===== src/rtl/div_sched_pkg.sv =====
// Shared definitions for the Q16.16 divider scheduler: FSM encoding and fixed-point constants.
package div_sched_pkg;

  typedef enum logic [1:0] {
    S_IDLE = 2'd0,
    S_LOAD = 2'd1,
    S_WAIT = 2'd2,
    S_DONE = 2'd3
  } state_t;

  localparam logic [31:0] Q16_ONE = 32'h0001_0000;
  localparam logic [31:0] Q16_SAT = 32'h7FFF_FFFF;

endpackage


===== src/rtl/div_sched_rr_pick.sv =====
// Round-robin picker: one-hot grant to the first requester strictly after the last grant, wrapping.
module rr_pick #(
  parameter int N_REQ = 4
) (
  input  logic [N_REQ-1:0] req,
  input  logic [N_REQ-1:0] last,
  output logic [N_REQ-1:0] gnt
);

  localparam logic [N_REQ-1:0] ONE_V = N_REQ'(1);

  logic [N_REQ-1:0] upper_mask;
  logic [N_REQ-1:0] upper_req;

  // Positions above the last grant win first; otherwise wrap to the lowest requester.
  always_comb begin
    upper_mask = ~(last | (last - ONE_V));
    upper_req  = req & upper_mask;
    if (upper_req != '0) begin
      gnt = upper_req & (~upper_req + ONE_V);
    end else begin
      gnt = req & (~req + ONE_V);
    end
  end

endmodule


===== src/rtl/div_sched.sv =====
// Shares one Q16.16 divider among N_REQ requesters. Requesters hold req/operands until ack;
// the divider signals completion by a rising edge of div_valid. Define DIV_SCHED_TIMEOUT_EN for a WAIT timeout.
module div_sched
  import div_sched_pkg::*;
#(
  parameter int N_REQ   = 4,
  parameter int TIMEOUT = 64
) (
  input  logic                 clk,
  input  logic                 rst_n,
  input  logic [N_REQ-1:0]     req,
  input  logic [32*N_REQ-1:0]  dividend_i,
  input  logic [32*N_REQ-1:0]  divisor_i,
  output logic [N_REQ-1:0]     ack,
  output logic [31:0]          quotient,
  output logic                 warn,
  output logic [31:0]          div_dividend,
  output logic [31:0]          div_divisor,
  input  logic                 div_valid,
  input  logic [31:0]          div_quotient
);

  localparam logic [N_REQ-1:0] LAST_RST = N_REQ'(1) << (N_REQ - 1);

  state_t           state;
  state_t           state_nxt;
  logic [N_REQ-1:0] last_grant;
  logic [N_REQ-1:0] pick;
  logic [31:0]      sel_dvd;
  logic [31:0]      sel_dvs;
  logic             valid_q;
  logic             valid_rise;
  logic             start;
  logic             sel_zero;
  logic             timeout_hit;

  rr_pick #(.N_REQ(N_REQ)) u_pick (
    .req  (req),
    .last (last_grant),
    .gnt  (pick)
  );

  always_comb begin
    sel_dvd = '0;
    sel_dvs = '0;
    for (int k = 0; k < N_REQ; k++) begin
      if (pick[k]) begin
        sel_dvd = dividend_i[32*k +: 32];
        sel_dvs = divisor_i[32*k +: 32];
      end
    end
  end

  // No grant while ack is still showing, so a requester can drop req after seeing it.
  assign start      = (state == S_IDLE) && (req != '0) && (ack == '0);
  assign sel_zero   = (sel_dvs == 32'h0000_0000);
  assign valid_rise = div_valid && !valid_q;

`ifdef DIV_SCHED_TIMEOUT_EN
  localparam int CW = $clog2(TIMEOUT + 1);
  localparam logic [CW-1:0] TO_LAST = CW'(TIMEOUT - 1);

  logic [CW-1:0] to_cnt;

  always_ff @(posedge clk or negedge rst_n) begin
    if (!rst_n) begin
      to_cnt <= '0;
    end else if (state == S_WAIT && !valid_rise) begin
      to_cnt <= to_cnt + CW'(1);
    end else begin
      to_cnt <= '0;
    end
  end

  assign timeout_hit = (state == S_WAIT) && !valid_rise && (to_cnt == TO_LAST);
`else
  assign timeout_hit = 1'b0;
`endif

  always_comb begin
    state_nxt = state;
    case (state)
      S_IDLE: begin
        if (start) begin
          state_nxt = sel_zero ? S_DONE : S_LOAD;
        end
      end
      S_LOAD: state_nxt = S_WAIT;
      S_WAIT: begin
        if (valid_rise || timeout_hit) begin
          state_nxt = S_DONE;
        end
      end
      S_DONE:  state_nxt = S_IDLE;
      default: state_nxt = S_IDLE;
    endcase
  end

  // The operand latch is the divider bus itself, loaded on the IDLE->LOAD edge so LOAD presents it.
  always_ff @(posedge clk or negedge rst_n) begin
    if (!rst_n) begin
      state        <= S_IDLE;
      ack          <= '0;
      quotient     <= '0;
      warn         <= 1'b0;
      div_dividend <= '0;
      div_divisor  <= '0;
      last_grant   <= LAST_RST;
      valid_q      <= 1'b0;
    end else begin
      state   <= state_nxt;
      valid_q <= div_valid;
      ack     <= '0;
      case (state)
        S_IDLE: begin
          if (start) begin
            last_grant <= pick;
            if (sel_zero) begin
              quotient <= Q16_SAT;
              warn     <= 1'b1;
            end else begin
              div_dividend <= sel_dvd;
              div_divisor  <= sel_dvs;
            end
          end
        end
        S_WAIT: begin
          if (valid_rise) begin
            quotient <= div_quotient;
            warn     <= 1'b0;
          end else if (timeout_hit) begin
            quotient <= '0;
            warn     <= 1'b1;
          end
        end
        S_DONE:  ack <= last_grant;
        default: ;
      endcase
    end
  end

endmodule


===== config.mk =====
export PLATFORM = sky130hd
export DESIGN_NAME = div_sched
export DESIGN_NICKNAME = d
export VERILOG_FILES = /design/src/rtl/div_sched_pkg.sv /design/src/rtl/div_sched_rr_pick.sv /design/src/rtl/div_sched.sv
export SDC_FILE = /design/constraint.sdc
export NUM_CORES = 1
export LEC_CHECK = 0
export BUFFER_PORTS_ARGS = -buffer_cell sky130_fd_sc_hd__buf_2
export CORE_AREA = 4 4 152 154
export CTS_CLUSTER_SIZE = 30
export DETAILED_ROUTE_END_ITERATION = 16
export DIE_AREA = 0 0 156 158
export HOLD_SLACK_MARGIN = 0.03
export MAX_ROUTING_LAYER = met4
export PLACE_DENSITY_LB_ADDON = 0.1
export REMOVE_ABC_BUFFERS = 1
export SLEW_MARGIN = 20
export SYNTH_ARGS = -nofsm -noshare
export SYNTH_HDL_FRONTEND = slang
export SYNTH_SLANG_ARGS = --single-unit

===== constraint.sdc =====
create_clock -name clk -period 9.3 [get_ports clk]
set_input_delay 0.93 -clock clk [delete_from_list [all_inputs] [get_ports clk]]
set_output_delay 0.93 -clock clk [all_outputs]
set_load 0.01 [all_outputs]

==> metrics <==
status completed; WL final between 30 and 40 mm; Top FF cell, synth dfrtp_1; Seq cells post-synth 108; layout cell share with drive strength beyond 1 0.412; Clk pin slew, worst setup/hold paths 0.08 ns; IO Pins a little under 400; grt total ovfl 0; Seq/Total Area, Yosys 0.357; Post-Syn Area 7580 sq um; pin count of the biggest net entering global routing 101; Setup crit end kind flop; # clock sinks approximately 110; Rows 54; Peak supply drop 0.161 mV; Power Total about 3500 uW; total CTS buffers 9; Comb power frac 0.626; antenna violations before repair 3; CORE AREA 21700 sq um; WP data required 9.55 ns; area growth from synthesis to layout 31.3%; H-tree depth 3; DRC viols 0; CTS tree done; Die Ht around 160 um; post-CTS setup buffers 0; R2R setup slack 4.08 ns; synth top area cells dfrtp_1 (35%), mux2_4 (10%), nor2_1 (6.3%), a21oi_1 (5.5%), a221o_1 (4.4%); R2R cell count 11; reg2reg end div_dividend[3]; switching component of the power 1590 uW; Worst Skew between 0.01 and 0.015 ns; reg-to-reg startpoint last_grant[1]; antenna viol nets, final 0; max_slew headroom 0.313; Starting Density 0.350; Post-Synthesis Cells 865; leading area contributor after synthesis dfrtp_1; Max Cap Viol 0; PortBufs 395; Final HPWL DP 23.1 mm; GPL Wtd Cong roughly 0.92; Final Cycle Share 0.580; Final Hold Fails 0; list of most frequent post-synthesis cells nor2_1 (127), dfrtp_1 (107), a21oi_1 (83); Root Buffer clkbuf_16; endpoints failing setup 0; post-layout min period around 5.4 ns; Post-synth EDFFs 0; die width about 160 um; Crit Path Max Fanout 44; P_int 1890 uW; first-pass GRT wire length 46.2 mm; RSZ-0062 raised after global routing false; FILL cells around 2200; Pleak 0.00483 uW; clock power share 0.117; sequential share of power 0.257; first-pass detailed-route iteration total 8; PwrDens 350 nW/um^2; Slew Limit Fails 0; FFs w/ async S/R, synth 1.00; CP startpoint kind input port; most common cell in the synthesized netlist nor2_1; clk_lat worst skew 0.35 ns; Wirelength per Cell 21.0 um; clk buf depth 2; Yosys cell types 67; final non-filler cell total 1493; Ys Warns 0; Max Freq 0.185 GHz; die area roughly 25000 sq um; Sw Ratio 0.457; Initial DRC Count about 830; Layout Nets ~1500; vias in the first global route roughly 7600; syn avg cell area 8.77 sq um; Worst-Margin Slew between 1 and 1.5 ns; GRT Resource Usage Total 0.248; CP arrival 5.64 ns; WS Path Type in -> reg; WHS Path Cells 1; Hold WC Path Type reg -> reg; Post-CTS Hold Buffers 0; detailed-route via count 8144; hold path endpoint div_dividend[23]; hold wc startpoint div_dividend[23]; vias per std cell 5.45; Util after Layout 0.459; top cell type's share of synthesized area 0.353; post-CTS sizing 0; placed insts 1474
-- worst max path at each step --
stage	from	to	cells after the start
2_1_floorplan	req[3]	div_dividend[2]	9
3_3_place_gp	req[1]	div_dividend[4]	12
3_5_place_dp	req[0]	div_dividend[3]	11
4_1_cts	req[0]	div_dividend[3]	11
5_1_grt	req[0]	div_dividend[3]	11
6_report	req[1]	div_dividend[3]	11
-- per-stage QoR --
stage	TNS, ns	hold WS, ns	instance area (sq um)	setup slack, ns
after floorplan	-18.01	0.462	7190	-0.367
after global placement	0	0.487	9630	3.75
after detailed placement	0	0.488	9630	3.56
after CTS	0	0.511	9950	3.95
after global routing	0	0.515	9950	3.67
final	0	0.508	9950	3.91
-- final cells by class --
type	instances	area (sq um)	area share
multi-input cells	635	4350	0.437
clock inverters	6	72.6	0.00729
clock buffers	10	239	0.0240
inverters	44	165	0.0166
diodes	3	7.51	0.000754
well taps	280	350	0.0352
flip-flops and latches	108	2700	0.272
repair buffers	407	2070	0.208
-- critical path, cell delays in order --
cell and delay [ns]:
buf_2 0.15, nor4b_2 0.46, o21ba_2 0.28, nor2_2 0.77, a22oi_1 0.25, and4_1 0.24
and4_1 0.22, and4_1 0.22, a21oi_4 0.83, buf_4 0.78, mux2_2 0.41
-- layout by cell type, fill, tap and decap left out, drive strengths merged, types with 5 or more instances in the layout --
cell type	netlist	routed
nor3b	5	5
dfrtp	107	107
a22oi	14	14
mux2i	7	7
nand3b	31	31
nand2b	6	6
a311oi	31	31
buf	25	407
nand3	9	9
mux2	57	57
o211ai	6	6
a21o	5	5
a21oi	83	83
a221o	33	33
nor2	128	128
a221oi	6	6
nand2	56	56
nor4	5	5
a222oi	9	9
inv	44	45
o21ai	39	39
clkbuf	53	10
a32oi	5	5
nand4	6	6
nor3	34	34
-- kinds of logic after synthesis --
family | count (synthesis) | synth area share
DFF | 108 | 0.357
adders and majority gates | 3 | 0.00495
buffers and inverters | 122 | 0.0738
and+or+nand+nor | 306 | 0.197
muxes | 64 | 0.120
AOI/OAI and AO/OA | 262 | 0.248
-- state kept, by name, indices dropped and copies added (netlist names) --
signal / cells
state: 2
ack: 4
div_dividend: 32
last_grant: 4
warn: 1
quotient: 32
div_divisor: 32
valid_q: 1
-- power by group through the flow --
stage               clock network, uW  registers, uW  logic (uW)
CTS                               422            895        2200
finish                            409            895        2180
global route                      436            927        2390
floorplan                           0            966        1470
detailed placement                  0            900        2190
global placement                    0            898        2170
-- per-layer routing --
metal	share of wire	vias to the layer above	global-route usage
li1	-	3880	-
met3	0.075	32	0.0361
met5	0	-	-
met4	0.018	0	0.0671
met2	0.47	383	0.388
met1	0.43	3849	0.339
Note: power is estimated with default switching activity, not from simulation.
